[src/rtl/cordic_pkg.sv]
// ============================================================================
// Module   : cordic_pkg
// Brief    : Shared types and constants for the CORDIC angle-engine scheduler.
// Revision : 1.0 - initial release
// ============================================================================
`default_nettype none

package cordic_pkg;

    localparam int ANGLE_W   = 16;
    localparam int ANGLE_90  = 16384;
    localparam int ANGLE_180 = 32768;

    typedef enum logic [1:0] {
        ST_IDLE    = 2'd0,
        ST_ISSUE   = 2'd1,
        ST_WAIT    = 2'd2,
        ST_RECOVER = 2'd3
    } sched_state_t;

    typedef logic req_id_t;

    // Round-robin pick: a lone full slot wins, a tie goes to the non-last requester.
    function automatic req_id_t arb_pick(input logic full0, input logic full1, input req_id_t last);
        if (full0 && full1) begin
            return ~last;
        end else if (full1) begin
            return 1'b1;
        end else begin
            return 1'b0;
        end
    endfunction

endpackage : cordic_pkg

`default_nettype wire

[src/rtl/cordic_req_slot.sv]
// ============================================================================
// Module   : cordic_req_slot
// Brief    : One-entry x/y/z holding register with valid/ready in and pop out.
// Revision : 1.0 - initial release
// ============================================================================
`default_nettype none

module cordic_req_slot
    import cordic_pkg::*;
#(
    parameter int DATA_W = ANGLE_W
) (
    input  logic                     clk,
    input  logic                     rst,
    input  logic                     valid_i,
    output logic                     ready_o,
    input  logic signed [DATA_W-1:0] x_i,
    input  logic signed [DATA_W-1:0] y_i,
    input  logic signed [DATA_W-1:0] z_i,
    input  logic                     pop_i,
    output logic                     full_o,
    output logic signed [DATA_W-1:0] x_o,
    output logic signed [DATA_W-1:0] y_o,
    output logic signed [DATA_W-1:0] z_o
);

    logic                     full_q, full_d;
    logic signed [DATA_W-1:0] x_q, x_d;
    logic signed [DATA_W-1:0] y_q, y_d;
    logic signed [DATA_W-1:0] z_q, z_d;
    logic                     accept;

    // Accept and pop are mutually exclusive: accept needs empty, pop needs full.
    always_comb begin
        accept = valid_i && !full_q;
        full_d = full_q;
        x_d    = x_q;
        y_d    = y_q;
        z_d    = z_q;
        if (accept) begin
            full_d = 1'b1;
            x_d    = x_i;
            y_d    = y_i;
            z_d    = z_i;
        end else if (pop_i) begin
            full_d = 1'b0;
        end
    end

    always_ff @(posedge clk) begin
        if (rst) begin
            full_q <= 1'b0;
            x_q    <= '0;
            y_q    <= '0;
            z_q    <= '0;
        end else begin
            full_q <= full_d;
            x_q    <= x_d;
            y_q    <= y_d;
            z_q    <= z_d;
        end
    end

    assign ready_o = !full_q;
    assign full_o  = full_q;
    assign x_o     = x_q;
    assign y_o     = y_q;
    assign z_o     = z_q;

endmodule : cordic_req_slot

`default_nettype wire

[src/rtl/cordic_angle_sched.sv]
// ============================================================================
// Module   : cordic_angle_sched
// Brief    : Two-requester round-robin scheduler for one cordic_angle engine,
//            with done qualification, hang watchdog and engine reset recovery.
// Revision : 1.0 - initial release
// ============================================================================
`default_nettype none

module cordic_angle_sched
    import cordic_pkg::*;
#(
    parameter int DATA_W      = ANGLE_W,
    parameter int TIMEOUT_CYC = 64,
    parameter int RST_CYC     = 2
) (
    input  logic                     clk,
    input  logic                     rst,
    input  logic                     req0_valid,
    output logic                     req0_ready,
    input  logic signed [DATA_W-1:0] req0_x,
    input  logic signed [DATA_W-1:0] req0_y,
    input  logic signed [DATA_W-1:0] req0_z,
    input  logic                     req1_valid,
    output logic                     req1_ready,
    input  logic signed [DATA_W-1:0] req1_x,
    input  logic signed [DATA_W-1:0] req1_y,
    input  logic signed [DATA_W-1:0] req1_z,
    output logic                     eng_start,
    output logic signed [DATA_W-1:0] eng_x,
    output logic signed [DATA_W-1:0] eng_y,
    output logic signed [DATA_W-1:0] eng_z,
    input  logic                     eng_done,
    input  logic signed [DATA_W-1:0] eng_pitch,
    input  logic signed [DATA_W-1:0] eng_roll,
    output logic                     eng_rst_n,
    output logic                     res_valid,
    output logic                     res_id,
    output logic                     res_err,
    output logic signed [DATA_W-1:0] res_pitch,
    output logic signed [DATA_W-1:0] res_roll,
    output logic                     busy
);

    localparam int                CNT_W    = (TIMEOUT_CYC > 1) ? $clog2(TIMEOUT_CYC) : 1;
    localparam int                RCNT_W   = $clog2(RST_CYC + 1);
    localparam logic [CNT_W-1:0]  TO_LAST  = CNT_W'(TIMEOUT_CYC - 1);
    localparam logic [RCNT_W-1:0] RST_LOAD = RCNT_W'(RST_CYC);

    sched_state_t             state_q, state_d;
    req_id_t                  grant_q, grant_d;
    req_id_t                  last_grant_q, last_grant_d;
    logic signed [DATA_W-1:0] eng_x_q, eng_x_d;
    logic signed [DATA_W-1:0] eng_y_q, eng_y_d;
    logic signed [DATA_W-1:0] eng_z_q, eng_z_d;
    logic [CNT_W-1:0]         tmo_cnt_q, tmo_cnt_d;
    logic                     done_armed_q, done_armed_d;
    logic [RCNT_W-1:0]        rst_cnt_q, rst_cnt_d;
    logic                     res_valid_q, res_valid_d;
    req_id_t                  res_id_q, res_id_d;
    logic                     res_err_q, res_err_d;
    logic signed [DATA_W-1:0] res_pitch_q, res_pitch_d;
    logic signed [DATA_W-1:0] res_roll_q, res_roll_d;

    logic                     full0, full1, pop0, pop1;
    logic signed [DATA_W-1:0] slot0_x, slot0_y, slot0_z;
    logic signed [DATA_W-1:0] slot1_x, slot1_y, slot1_z;
    logic                     any_full, qual_done, timeout;
    req_id_t                  pick;

    cordic_req_slot #(.DATA_W(DATA_W)) u_slot0 (
        .clk     (clk),
        .rst     (rst),
        .valid_i (req0_valid),
        .ready_o (req0_ready),
        .x_i     (req0_x),
        .y_i     (req0_y),
        .z_i     (req0_z),
        .pop_i   (pop0),
        .full_o  (full0),
        .x_o     (slot0_x),
        .y_o     (slot0_y),
        .z_o     (slot0_z)
    );

    cordic_req_slot #(.DATA_W(DATA_W)) u_slot1 (
        .clk     (clk),
        .rst     (rst),
        .valid_i (req1_valid),
        .ready_o (req1_ready),
        .x_i     (req1_x),
        .y_i     (req1_y),
        .z_i     (req1_z),
        .pop_i   (pop1),
        .full_o  (full1),
        .x_o     (slot1_x),
        .y_o     (slot1_y),
        .z_o     (slot1_z)
    );

    always_ff @(posedge clk) begin
        if (rst) begin
            state_q <= ST_IDLE;
        end else begin
            state_q <= state_d;
        end
    end

    always_comb begin
        state_d = state_q;
        case (state_q)
            ST_IDLE:    if (any_full) state_d = ST_ISSUE;
            ST_ISSUE:   state_d = ST_WAIT;
            ST_WAIT: begin
                if (qual_done) begin
                    state_d = ST_IDLE;
                end else if (timeout) begin
                    state_d = ST_RECOVER;
                end
            end
            ST_RECOVER: if (rst_cnt_q <= RCNT_W'(1)) state_d = ST_IDLE;
            default:    state_d = ST_IDLE;
        endcase
    end

    // The slot is released while ISSUE drives start, one cycle after the copy.
    always_comb begin
        eng_start = (state_q == ST_ISSUE);
        busy      = (state_q != ST_IDLE);
        pop0      = (state_q == ST_ISSUE) && (grant_q == 1'b0);
        pop1      = (state_q == ST_ISSUE) && (grant_q == 1'b1);
        any_full  = full0 || full1;
        pick      = arb_pick(full0, full1, last_grant_q);
        qual_done = (state_q == ST_WAIT) && eng_done && done_armed_q;
        timeout   = (state_q == ST_WAIT) && !qual_done && (tmo_cnt_q == TO_LAST);
    end

    always_comb begin
        grant_d      = grant_q;
        last_grant_d = last_grant_q;
        eng_x_d      = eng_x_q;
        eng_y_d      = eng_y_q;
        eng_z_d      = eng_z_q;
        tmo_cnt_d    = tmo_cnt_q;
        done_armed_d = done_armed_q;
        rst_cnt_d    = (rst_cnt_q != '0) ? rst_cnt_q - 1'b1 : rst_cnt_q;
        res_valid_d  = 1'b0;
        res_id_d     = res_id_q;
        res_err_d    = res_err_q;
        res_pitch_d  = res_pitch_q;
        res_roll_d   = res_roll_q;

        if ((state_q == ST_IDLE) && any_full) begin
            grant_d      = pick;
            last_grant_d = pick;
            eng_x_d      = pick ? slot1_x : slot0_x;
            eng_y_d      = pick ? slot1_y : slot0_y;
            eng_z_d      = pick ? slot1_z : slot0_z;
        end

        if (state_q == ST_ISSUE) begin
            tmo_cnt_d    = '0;
            done_armed_d = 1'b0;
        end

        // A level-done left high by the previous op is ignored until it drops once.
        if (state_q == ST_WAIT) begin
            if (!eng_done) begin
                done_armed_d = 1'b1;
            end
            if (qual_done) begin
                res_valid_d = 1'b1;
                res_id_d    = grant_q;
                res_err_d   = 1'b0;
                res_pitch_d = eng_pitch;
                res_roll_d  = eng_roll;
            end else if (timeout) begin
                res_valid_d = 1'b1;
                res_id_d    = grant_q;
                res_err_d   = 1'b1;
                res_pitch_d = '0;
                res_roll_d  = '0;
                rst_cnt_d   = RST_LOAD;
            end else begin
                tmo_cnt_d = tmo_cnt_q + 1'b1;
            end
        end
    end

    always_ff @(posedge clk) begin
        if (rst) begin
            grant_q      <= 1'b0;
            last_grant_q <= 1'b1;
            eng_x_q      <= '0;
            eng_y_q      <= '0;
            eng_z_q      <= '0;
            tmo_cnt_q    <= '0;
            done_armed_q <= 1'b0;
            rst_cnt_q    <= RST_LOAD;
            res_valid_q  <= 1'b0;
            res_id_q     <= 1'b0;
            res_err_q    <= 1'b0;
            res_pitch_q  <= '0;
            res_roll_q   <= '0;
        end else begin
            grant_q      <= grant_d;
            last_grant_q <= last_grant_d;
            eng_x_q      <= eng_x_d;
            eng_y_q      <= eng_y_d;
            eng_z_q      <= eng_z_d;
            tmo_cnt_q    <= tmo_cnt_d;
            done_armed_q <= done_armed_d;
            rst_cnt_q    <= rst_cnt_d;
            res_valid_q  <= res_valid_d;
            res_id_q     <= res_id_d;
            res_err_q    <= res_err_d;
            res_pitch_q  <= res_pitch_d;
            res_roll_q   <= res_roll_d;
        end
    end

    // Engine reset covers both system reset and watchdog recovery.
    assign eng_rst_n = !rst && (rst_cnt_q == '0);
    assign eng_x     = eng_x_q;
    assign eng_y     = eng_y_q;
    assign eng_z     = eng_z_q;
    assign res_valid = res_valid_q;
    assign res_id    = res_id_q;
    assign res_err   = res_err_q;
    assign res_pitch = res_pitch_q;
    assign res_roll  = res_roll_q;

endmodule : cordic_angle_sched

`default_nettype wire

[config.mk]
export PLATFORM = sky130hd
export DESIGN_NAME = cordic_angle_sched
export DESIGN_NICKNAME = d
export VERILOG_FILES = /design/src/rtl/cordic_pkg.sv /design/src/rtl/cordic_req_slot.sv /design/src/rtl/cordic_angle_sched.sv
export SDC_FILE = /design/constraint.sdc
export NUM_CORES = 1
export LEC_CHECK = 0
export ABC_AREA = 1
export CORE_MARGIN = 2
export CORE_UTILIZATION = 40
export CTS_BUF_LIST = sky130_fd_sc_hd__clkbuf_8
export CTS_CLUSTER_SIZE = 8
export DETAILED_ROUTE_END_ITERATION = 10
export PLACE_DENSITY = 0.75
export REMOVE_ABC_BUFFERS = 1
export SYNTH_ARGS = -nofsm -noshare
export SYNTH_HDL_FRONTEND = slang
export SYNTH_SLANG_ARGS = --single-unit
[constraint.sdc]
create_clock -name clk -period 3.4 [get_ports clk]
set_clock_uncertainty 0.05 [all_clocks]
set_input_delay 0.85 -clock clk [delete_from_list [all_inputs] [get_ports clk]]
set_output_delay 0.85 -clock clk [all_outputs]
set_load 0.02 [all_outputs]
==> results of run 1 <==
final timing paths:
path,from,endpoint,slack [ns],depth (start not counted)
setup / recovery,rst,eng_rst_n,0.25,4
hold / removal,u_slot0.z_o[4],u_slot0.z_o[4],0.40,2
setup reg to reg,u_slot1.full_o,u_slot1.y_o[1],1.49,6
hold reg to reg,u_slot0.z_o[4],u_slot0.z_o[4],0.40,2
kinds of logic (layout without fill, tap and decap cells):
kind of cell / Yosys count / after routing
AO/OA/AOI/OAI: 341 / 341
AND/OR/NAND/NOR: 277 / 277
flip-flops: 194 / 194
buffers and inverters: 183 / 376
adder cells (fa/ha/maj): 1 / 1
flip-flops by register name, summed over array words and instances, names as in the netlist, 2 cells and up:
name and flops:
eng_x 16, eng_y 16, eng_z 16, res_pitch 16, res_roll 16, rst_cnt_q 2, state_q 2, tmo_cnt_q 6
u_slot0.x_o 16, u_slot0.y_o 16, u_slot0.z_o 16, u_slot1.x_o 16, u_slot1.y_o 16, u_slot1.z_o 16
cell type report:
| type | count | area [um^2] |
|---|---|---|
| Inverter | 114 | 429 |
| Clock inverter | 14 | 145 |
| Sequential cell | 194 | 3880 |
| Clock buffer | 18 | 248 |
| Multi-Input combinational cell | 619 | 2890 |
| Tap cell | 234 | 293 |
| Fill cell | 1735 | 8380 |
| Timing Repair Buffer | 230 | 2310 |
power groups by stage:
stage | clock, mW | sequential [mW] | combinational (mW)
2_1_floorplan | 0 | 3.01 | 0.797
3_3_place_gp | 0 | 2.80 | 1.83
3_5_place_dp | 0 | 2.80 | 1.85
4_1_cts | 1.54 | 2.75 | 1.86
5_1_grt | 1.65 | 2.80 | 2.03
6_report | 1.50 | 2.75 | 1.84
cells in the mapped netlist (all sizes together):
| cell type | instances |
|---|---|
| o21ai | 199 |
| dfxtp | 194 |
| a21oi | 140 |
| nand2 | 117 |
| nor2 | 117 |
| inv | 113 |
| clkbuf | 41 |
| nand3 | 40 |
| buf | 28 |
| or2 | 2 |
| a31oi | 1 |
| clkinv | 1 |
| ha | 1 |
| nor3 | 1 |
| o21bai | 1 |
cells in the final DEF (no fill, tap or decap), drive strengths merged:
master	count
nor3	1
clkinvlp	2
o21bai	1
nand2	117
bufinv	1
clkdlybuf4s50	220
clkbuf	18
o21ai	199
dfxtp	194
buf	10
ha	1
clkinv	8
or2	2
nor2	117
a31oi	1
inv	117
nand3	40
a21oi	140
worst min-delay path, stage by stage, from the launching register on:
cell and delay (ns):
dfxtp_1 0.31, inv_1 0.05, a21oi_1 0.05
per-stage QoR:
step / instance area (um^2) / worst slack (ns) / utilization, % / cells
5_1_grt: 10200 / 0.197 / 54.9 / 1423
3_3_place_gp: 9810 / 0.252 / 52.8 / 1391
3_5_place_dp: 9810 / 0.258 / 52.8 / 1391
2_1_floorplan: 7180 / 0.302 / - / 927
4_1_cts: 10200 / 0.245 / 54.9 / 1423
6_report: 10200 / 0.254 / 54.9 / 1423
per-layer routing:
metal  global-route usage, %  share of wire [%]  up-vias
li1                        -                  -     3581
met5                       0                  0        -
met3                    6.73                8.7       16
met1                    24.6                 45     3160
met2                    30.6                 46      202
met4                    4.84               0.96        0
==> results.md, run 1 <==
- After detailed routing, the number of vias per cell comes to 4.89.
- The first global-routing pass estimated between 30 and 40 mm of wire.
- The number of sinks handled by clock tree synthesis is 194.
- The total count of hold-check failures in the final report was 0.
- The delay of the slowest cell on the worst path is 0.61 ns.
- The total clock buffers created by CTS is 17.
- Hold timing on the final database bottoms out at a slack of about 0.40 ns.
- For this run, the post-layout net count is 1310.
- The count of distinct cell types in the synthesized netlist is 24.
- In the synthesized netlist, mux cells make up 0% of the area.
- The post-synthesis share of cell area spent on and, or, nand and nor gates is between 10% and 20%.
- By area, the combinational part of the netlist is dominated by compound AO/OA/AOI/OAI gates.
- The number of antenna diodes in the final layout is 0.
- The share of the clock period used by the worst path is 92.5%.
- For the worst-skew pair, the clock arrives at the later sink with an insertion delay of 0.46 ns.
- The slowest library cell on the worst path is clkdlybuf4s50_1.
- After synthesis the netlist holds a flip-flop and latch count of between 150 and 200.
- The number of H-tree levels is 4.
- The ratio of cells with drive above 1 in the final layout is under 10%.
- The total wire length is around 19 mm.
- The signed area change from the synthesized netlist to the final layout is 35.5%.
- The flow ran to the end, and the final reports show no timing, DRC or antenna violations.
- The type of the setup path with the least slack is in -> out.
- The share of the synthesized area in the top cell type is approximately half.
- The first routing iteration left 314 violations.
- The total DRC errors in the routed layout is 0.
- The headroom to the max-slew limit is 36.5%.
- The die is 141 um wide.
- The power share of the combinational group is a little under a third.
- In this run the worst path has a maximum fanout of 2.
- The kind of start point of the critical path is an input pin.
- Of the total synthesized cell area, the portion taken by XOR and XNOR cells is 0%.
- Summing every instance area after synthesis gives approximately 7500 um^2.
- After synthesis, flip-flops and latches occupy between 50% and 60% of the total area.
- Setup repair after global routing left no endpoint under its margin.
- The signal on the critical path passes through clkdlybuf4s50_1, or2_2, nor2_1, clkdlybuf4s50_1.
- STA puts the critical path data arrival time at 2.25 ns.
- The number of global-route vias before repair is approximately 6400.
- TritonCTS built the clock tree.
- The max-slew violation total from the final report came to 0.
- The fraction of power consumed by the clock network is 24.6%.
- The total power is 6.09 mW.
- The post-synthesis area per instance is 7.56 um^2.
- The register share of total power is about 45%.
- Clock-pin slew was measured on the worst setup and hold paths at approximately 0.10 ns.
- The internal power component is ~4 mW.
- Among the stages of the critical path, the cell type that occurs most often is clkdlybuf4s50_1.
- The maximum clock insertion buffer count is 2.
- Summed over all layers, the global routing overflow is 0.
- The number of rows in the core area is 50.
- The number of max-capacitance violations reported is 0.
- Measured along the y axis, the die boundary spans 141 um.
- The number of buffer cells added on primary ports is 220.
- The worst setup path is captured at an output port.
- 221 I/O pins were placed.
- The worst path in the final design needs a cycle of about 3.1 ns, including I/O delays and setup.
- The routed length per placed instance is 13.5 um.
- The initial antenna violation count came to 0.
- The net load switching power is 2.09 mW.
- The ratio of total power to cell area is 597 nW/um^2.
- The cell leakage power is 4.04 nW.
- The post-synthesis cell type with the largest combined area is dfxtp_1.
- The total setup violations reported at the end of the flow is 0.
- The root buffer cell is clkbuf_8.
- The routed layout has 6959 vias.
- The initial utilization of the core area, before any placement, comes to 40.5%.
- In the global route stage, overall resource usage came out at between 10% and 20%.
- The fraction of power spent switching nets is about a third.
- For this run, the detailed router's first-pass iteration total came to 5.
- Summing the areas of all compound-gate instances in the mapped netlist gives 23.3% of the synthesized area.
- The post-route setup TNS is 0 ns.
- The worst hold path belongs to the class reg -> reg.
- The die covers 19900 um^2.
- The gate count of the mapped netlist is 996.
- The peak clock frequency supported by timing is 0.318 GHz.
- IR analysis of the VDD net gives a maximum drop of 0.293 mV.
- At the worst endpoint, the required time is ~2.5 ns.
- The global placer's final weighted congestion is 0.759.
- Among cell families on the critical path, the largest total delay comes from buffers and inverters.
- In this run, post-CTS hold repair placed 0 buffers.
- After clock tree synthesis, the repair step resized 0 gates.
- At the pin with the least slew margin, the transition time is between 0.9 and 1 ns.
- The count of nets left with antenna violations once routing finished came out at 0.
- In the post-synthesis netlist, the biggest area contributors are dfxtp_1 52%, o21ai_0 13%, a21oi_1 8.6%.
- The number of buffers and inverters on the critical path is 2.
- The number of warning messages in the yosys log is 0.
- The HPWL after detailed placement is 12.0 mm.
- Summing the areas of all fa, ha and maj instances in the mapped netlist gives less than 1% of the synthesized area.
- The core region is 18600 um^2.
- The number of buffers inserted to repair setup after CTS is 0.
- Entering global routing, the biggest net connects 98 pins.
Power figures use the tool's default switching activity.
==> run 2: changes to the inputs <==
PLACE_DENSITY = 0.73   (was 0.75)
SYNTH_HIERARCHICAL = 1   (was not set)
==> run 2 against run 1 <==
Via count increased by 17%. Maximum frequency is 8.0% higher. Non-clock buffer count increased by 5. Design area increased by 11%. Routed wire length up 23%. Global-route usage grew 2.0 points. Synthesized area is 15% higher. Largest power group unchanged. Clock power rose by 3%. Setup slack improved by 0.23 ns.
==> results.md, run 2 <==
- The flow ran to the end, and the final reports show no timing, DRC or antenna violations.
- The number of warning messages in the yosys log is 6 (+6).
- The gate count of the mapped netlist is 1257 (+26%).
- The share of the clock period used by the worst path is 85.7% (-6.8 points).
- The peak clock frequency supported by timing was 0.343 GHz (+8.0%).
- In this run the worst hold path is classified as reg -> reg.
- The vertical die dimension came to 151 um (+7.1%).
- The cell leakage power is 5.05 nW (+25%).
- The signal on the critical path passes through inv_2, nor2_1, clkdlybuf4s50_1.
- In the post-synthesis netlist, the biggest area contributors are dfxtp_1 45%, nor2_1 9.3%, inv_1 8.9%.
- The number of rows in the core area was 53 (+6.0%).
- The total wire length is 23.7 mm (+23%).
- The critical path capture point type is an output port.
- The ratio of total power to cell area is 560 nW/um^2 (-6.2%).
- The die area is 22900 um^2 (+15%).
- The detailed-router iteration count before antenna repair is 5 (unchanged).
- The clock insertion delay at the later pin of the skew report came to 0.46 ns (about the same).
- In the layout the commonest cells are 217 x clkdlybuf4s50_1, 214 x nor2_1, 203 x inv_1.
- The post-route setup TNS is 0 ns (unchanged).
- The effective utilization at floorplan is 41.0% (+0.44 points).
- The count of flip-flops with a built-in enable after synthesis is 0 (unchanged).
- The total DRC errors in the routed layout is 0 (unchanged).
- The ratio of cells with drive above 1 in the final layout is 6.93% (+1.5 points).
- The data arrival time of the worst path came to 2.01 ns (-0.24 ns).
- Among all flip-flop cells after synthesis, the most frequent one is dfxtp_1.
- The worst setup path is of the reg -> out kind.
- The wire length of the first global-routing pass came to 38.1 mm (+22%).
- The total track usage is 21.1% (+2.0 points).
- The total clock buffers created by CTS was 17 (unchanged).
- The synthesized flop and latch total is 194 (unchanged).
- The transition time at the pin with the least slew margin is 1.06 ns (+0.104 ns).
- The standard cell core area is 21200 um^2 (+14%).
- The largest total area in the synthesized netlist belongs to dfxtp_1.
- The sequential element share of the synthesized area came to 44.8% (-6.8 points).
- The count of distinct cell types in the synthesized netlist is 26 (+8.3%).
- The I/O pin total was 221 (unchanged).
- The post-placement cell count is 1685 (+21%).
- The total via count after detailed routing is 8128 (+17%).
- The number of H-tree levels is 4 (unchanged).
- The antenna diode count was 0 (unchanged).
- The number of max-capacitance violations reported came to 0 (unchanged).
- The number of buffers and inverters on the critical path is 2 (unchanged).
- TritonCTS built the clock tree.
- The total setup violations reported at the end of the flow is 0 (unchanged).
- The number of gates resized after CTS was 0 (unchanged).
- The data required time of the worst path was 2.50 ns (about the same).
- The cell class contributing the biggest share of worst-path delay is buffers and inverters.
- The final layout net count came to 1563 (+19%).
- The max-slew violation total from the final report came to 0 (unchanged).
- The count of fill cells added during filler insertion was 2090 (+20%).
- The combined area of all synthesized cells came to 8660 um^2 (+15%).
- The HPWL after detailed placement came to 15.0 mm (+25%).
- The maximum number of pins on one net before global-route repair is 61 (-38%).
- By count the netlist is led by 214 x nor2_1, 205 x inv_1, 200 x nand2_1.
- The post-route minimum period is 2.91 ns (-0.232 ns).
- The final worst hold slack came to 0.412 ns (+0.0115 ns).
- The number of buffer cells added on primary ports came to 220 (unchanged).
- The cell sitting at the root of the clock tree is a clkbuf_8.
- The worst setup slack for register-to-register paths is 1.48 ns (about the same).
- The register clock-pin slew on the reported worst setup and hold paths is 0.10 ns (about the same).
- The kind of start point of the critical path is a flip-flop.
- The fraction of registers with async set/reset is 0% (unchanged).
- The maximum vdd ir drop is 0.278 mV (-5.2%).
- The cell area reported after detailed placement is 10900 um^2 (+11%).
- The maximum clock insertion buffer count is 2 (unchanged).
- Leaving out fill and tap cells, the most frequent cell in the layout is clkdlybuf4s50_1.
- The overall die width is 151 um (+7.1%).
- In the post-synthesis netlist, the cell with the most instances is nor2_1.
- The first-iteration detailed-routing DRC count is 401 (+28%).
- Setup repair after global routing left no endpoint under its margin.
- The share of the synthesized area in the top cell type came to 44.8% (-6.8 points).
- The summed area of non-filler cells in the final layout is 11300 um^2 (+11%).
- The delay of the slowest cell on the worst path is 0.72 ns (+0.11 ns).
- The headroom to the max-slew limit is 29.5% (-7.0 points).
- The global placer's final weighted congestion is 0.773 (+1.8%).
- The routed length per placed instance came to 13.8 um (+2.3%).
- The hold-fix buffer count after cts is 0 (unchanged).
- The number of sinks handled by clock tree synthesis is 194 (unchanged).
- The number of buffers inserted to repair setup after CTS is 0 (unchanged).
- The slowest library cell on the worst path is clkdlybuf4s50_1.
- The maximum fanout encountered on the critical timing path came to 7 (+5).
- From synthesis to final layout, the design area changed by 30.2%.
- The initial antenna violation count is 0 (unchanged).
- The number of non-filler instances in the completed layout is 1717 (+21%).
- The remaining global-route overflow is 0 (unchanged).
- The remaining number of nets flagged by the antenna check after routing is 0 (unchanged).
- The post-synthesis area per instance is 6.89 um^2 (-8.8%).
- The number of global-route vias before repair is 7610 (+19%).
- The total count of hold-check failures in the final report was 0 (unchanged).
- The number of vias per cell after detailed routing was 4.73 (-3.2%).
-- run 2: cell families (layout without fill, tap and decap cells) --
group | Yosys count | count (layout) | synth area share [%]
AO/OA/AOI/OAI | 198 | 198 | 12.0
adder cells (fa/ha/maj) | 1 | 1 | 0.144
buffers and inverters | 299 | 484 | 14.8
flip-flops | 194 | 194 | 44.8
AND/OR/NAND/NOR | 565 | 565 | 28.2
-- run 2: layout make-up --
| cell class | count | area [um^2] | area share [%] |
|---|---|---|---|
| Clock buffer | 19 | 262 | 2.32 |
| Timing Repair Buffer | 235 | 2320 | 20.6 |
| Inverter | 217 | 815 | 7.22 |
| Tap cell | 275 | 344 | 3.05 |
| Clock inverter | 13 | 150 | 1.33 |
| Sequential cell | 194 | 3880 | 34.4 |
| Multi-Input combinational cell | 764 | 3500 | 31.1 |
-- run 2: stage by stage --
stage | utilization (%) | power, mW | setup WS, ns
after global placement | 51.4 | 4.78 | 0.705
after detailed placement | 51.4 | 4.82 | 0.701
after CTS | 53.3 | 6.38 | 0.471
after global routing | 53.3 | 6.72 | 0.351
after floorplan | - | 3.91 | 0.735
final | 53.3 | 6.31 | 0.486
-- run 2: where the power goes --
| group | internal (mW) | total, mW | switching (mW) |
|---|---|---|---|
| combinational | 0.820 | 1.97 | 1.15 |
| clock | 0.705 | 1.55 | 0.844 |
| sequential | 2.59 | 2.79 | 0.201 |
-- run 2: metal layers --
metal / vias up / routed length [um] / GRT usage, %
met4: 0 / 336 / 6.21
met2: 247 / 11000 / 35.4
met3: 22 / 1670 / 3.80
met1: 3679 / 10600 / 27.7
li1: 4180 / - / -
met5: - / 0 / 0
-- run 2: final timing paths --
path	start	end	depth (start not counted)
min reg2reg	u_slot1/x_o[13]	eng_x[13]	2
max reg2reg	u_slot0/full_o	eng_z[12]	6
min	u_slot1/x_o[13]	eng_x[13]	2
max	state_q[0]	eng_start	3
-- run 2: tightest hold or removal path, stage by stage, from the launching register on --
cell and delay, ns:
dfxtp_1 0.32, nand2_1 0.06, a21oi_1 0.05
==> run 3: changes to the inputs <==
CAP_MARGIN = 20   (was not set)
CTS_BUF_LIST = sky130_fd_sc_hd__clkbuf_16   (was sky130_fd_sc_hd__clkbuf_8)
==> run 3 against run 2 <==
Power increased by 7.2%. Worst hold slack improved by 0.0017 ns. Largest cell class unchanged. Via count decreased by 0.11%. Utilization increased by 0.81 points. Non-clock buffer count unchanged. Critical path depth unchanged. Setup slack improved by 0.046 ns.
==> results.md, run 3 (synthesized netlist as in run 2, its figures left out) <==
- The total DRC errors in the routed layout was 0 (unchanged).
- The post-route setup TNS is 0 ns (unchanged).
- The total track usage is 21.1% (about the same).
- The cell depth of the worst setup path is 3 (unchanged).
- The number of buffer cells added on primary ports is 220 (unchanged).
- The initial antenna violation count was 0 (unchanged).
- Setup repair after global routing left no endpoint under its margin.
- The delay of the slowest cell on the worst path is 0.72 ns (about the same).
- The detailed-router iteration count before antenna repair is 5 (unchanged).
- The instance count along the most critical hold path is 2 (unchanged).
- The register clock-pin slew on the reported worst setup and hold paths is 0.07 ns (-0.03 ns).
- The kind of cell with the highest combined delay along the critical path is buffers and inverters.
- The first-iteration detailed-routing DRC count was 457 (+14%).
- The power share of the combinational group came to 29.2% (-2.0 points).
- The fraction of power consumed by the clock network was 29.5% (+5.0 points).
- The wire length of the first global-routing pass is 38.2 mm (+0.25%).
- The total via count after detailed routing came to 8119 (-0.11%).
- The maximum number of pins on one net before global-route repair came to 61 (unchanged).
- The signed area change from the synthesized netlist to the final layout is 32.2%.
- The worst setup path is captured at an output port.
- The post-route minimum period is 2.87 ns (-0.0464 ns).
- The internal power component came to 4.50 mW (+9.4%).
- The hold-fix buffer count after cts came to 0 (unchanged).
- The maximum fanout encountered on the critical timing path is 7 (unchanged).
- In the layout the commonest cells are 217 x clkdlybuf4s50_1, 214 x nor2_1, 203 x inv_1.
- The remaining global-route overflow is 0 (unchanged).
- The peak clock frequency supported by timing came to 0.349 GHz (+1.6%).
- The count of fill cells added during filler insertion is 2066 (-1.1%).
- The ratio of total power to cell area is 591 nW/um^2 (+5.6%).
- The transition time at the pin with the least slew margin is 1.05 ns (-0.00496 ns).
- The beginning of the worst register-to-register path is u_slot0/full_o.
- The HPWL after detailed placement was 15.0 mm (unchanged).
- The root buffer cell is clkbuf_16.
- The number of global-route vias before repair is 7636 (+0.34%).
- The worst setup slack for register-to-register paths is 1.49 ns (about the same).
- The maximum vdd ir drop is 0.359 mV (+29%).
- The data arrival time of the worst path was 1.97 ns (-0.04 ns).
- The total setup violations reported at the end of the flow is 0 (unchanged).
- The total wire length came to 23.7 mm (+0.33%).
- The antenna diode count came to 0 (unchanged).
- The number of cells traversed by the worst register-to-register path is 6 (unchanged).
- The standard cell core area was 21200 um^2 (unchanged).
- The number of max-capacitance violations reported is 0 (unchanged).
- The cell leakage power came to 5.12 nW (+1.5%).
- The routed length per placed instance was 13.8 um (+0.33%).
- The type of the setup path with the least slack is reg -> out.
- The path category of the worst min-delay check is reg -> reg.
- The number of sinks handled by clock tree synthesis is 194 (unchanged).
- The fraction of power spent switching nets was 33.5% (-1.3 points).
- The share of the clock period used by the worst path is 84.3% (-1.4 points).
- The number of buffers inserted to repair setup after CTS is 0 (unchanged).
- The vertical die dimension is 151 um (unchanged).
- The core occupancy in the finished layout is 54.1% (+0.81 points).
- The final worst hold slack is 0.414 ns (+0.00172 ns).
- Tracing the worst setup path back leads to its startpoint at state_q[0].
- The maximum clock insertion buffer count is 2 (unchanged).
- The total count of hold-check failures in the final report is 0 (unchanged).
- The leading cell type in the layout, fill and taps excluded is clkdlybuf4s50_1.
- The effective utilization at floorplan came to 41.0% (unchanged).
- The final layout net count came to 1563 (unchanged).
- The max-slew violation total from the final report is 0 (unchanged).
- The number of H-tree levels is 4 (unchanged).
- TritonCTS built the clock tree.
- The number of rows in the core area is 53 (unchanged).
- The total clock buffers created by CTS came to 17 (unchanged).
- The number of vias per cell after detailed routing is 4.73 (-0.11%).
- The I/O pin total came to 221 (unchanged).
- The data required time of the worst path was 2.50 ns (about the same).
- The clock insertion delay at the later pin of the skew report is 0.43 ns (-0.03 ns).
- The ratio of cells with drive above 1 in the final layout is 6.80% (-0.14 points).
- The number of gates resized after CTS came to 0 (unchanged).
- The sequential cell area is 3880 um^2 (unchanged).
- The global placer's final weighted congestion was 0.773 (unchanged).
- The register share of total power is 41.3% (-2.9 points).
- The critical path goes through inv_2, nor2_1, clkdlybuf4s50_1.
- The die area came to 22900 um^2 (unchanged).
- The slowest library cell on the worst path is clkdlybuf4s50_1.
- The flow ran to the end, and the final reports show no timing, DRC or antenna violations.
- The number of buffers and inverters on the critical path was 2 (unchanged).
- In this run the most critical hold path is launched from u_slot1/x_o[13].
- The headroom to the max-slew limit is 29.9% (+0.33 points).
- The net load switching power is 2.27 mW (+3.1%).
- The remaining number of nets flagged by the antenna check after routing is 0 (unchanged).
- The worst setup path is launched from a flip-flop.
- The combined area of the multi-input logic cells was 3500 um^2 (unchanged).
- The overall die width is 151 um (unchanged).
run 3: cell types whose count changed in the layout (fill, tap and decap cells not counted), sizes merged:
| cell | delta |
|---|---|
| clkinv | +2 |
| clkbuf | -2 |
run 3: final timing paths:
check                            endpoint
worst max register to register   eng_y[9]
worst min register to register  eng_x[13]
worst min-delay path            eng_x[13]
worst max-delay path            eng_start
run 3: power by group through the flow:
stage               Combinational (mW)  Clock (mW)  Sequential, mW
floorplan                        0.896           0            3.01
global placement                  1.94           0            2.84
detailed placement                1.98           0            2.84
CTS                               1.99        2.03            2.80
global route                      2.20        2.13            2.83
finish                            1.98        2.00            2.79
run 3: layout make-up:
cell class / instances / share of cell area, %
clock buffers: 17 / 3.71
inverters: 217 / 7.11
repair buffers: 235 / 20.3
multi-input cells: 764 / 30.6
flip-flops and latches: 194 / 33.9
clock inverters: 15 / 1.38
well taps: 275 / 3.00
run 3: worst register-to-register path, cell delays in order (launching register included):
cell and delay [ns]:
dfxtp_1 0.54, inv_1 0.17, a21oi_4 0.18, buf_4 0.48, o21ai_0 0.24, inv_1 0.09, a21oi_1 0.06
run 3: per-stage QoR:
stage	cells	setup slack (ns)	total power [mW]	instance area [um^2]
finish	1717	0.533	6.77	11500
global placement	1685	0.705	4.78	10900
detailed placement	1685	0.701	4.82	10900
global route	1717	0.417	7.16	11500
floorplan	1175	0.735	3.91	8200
CTS	1717	0.536	6.82	11500
run 3: routing by layer:
layer  vias up  wire, um  global-route usage (%)
met4         0       318                    5.37
met3        20      1600                    3.89
met5         -         0                       0
li1       4184         -                       -
met1      3667     10700                    27.7
met2       248     11100                    35.7
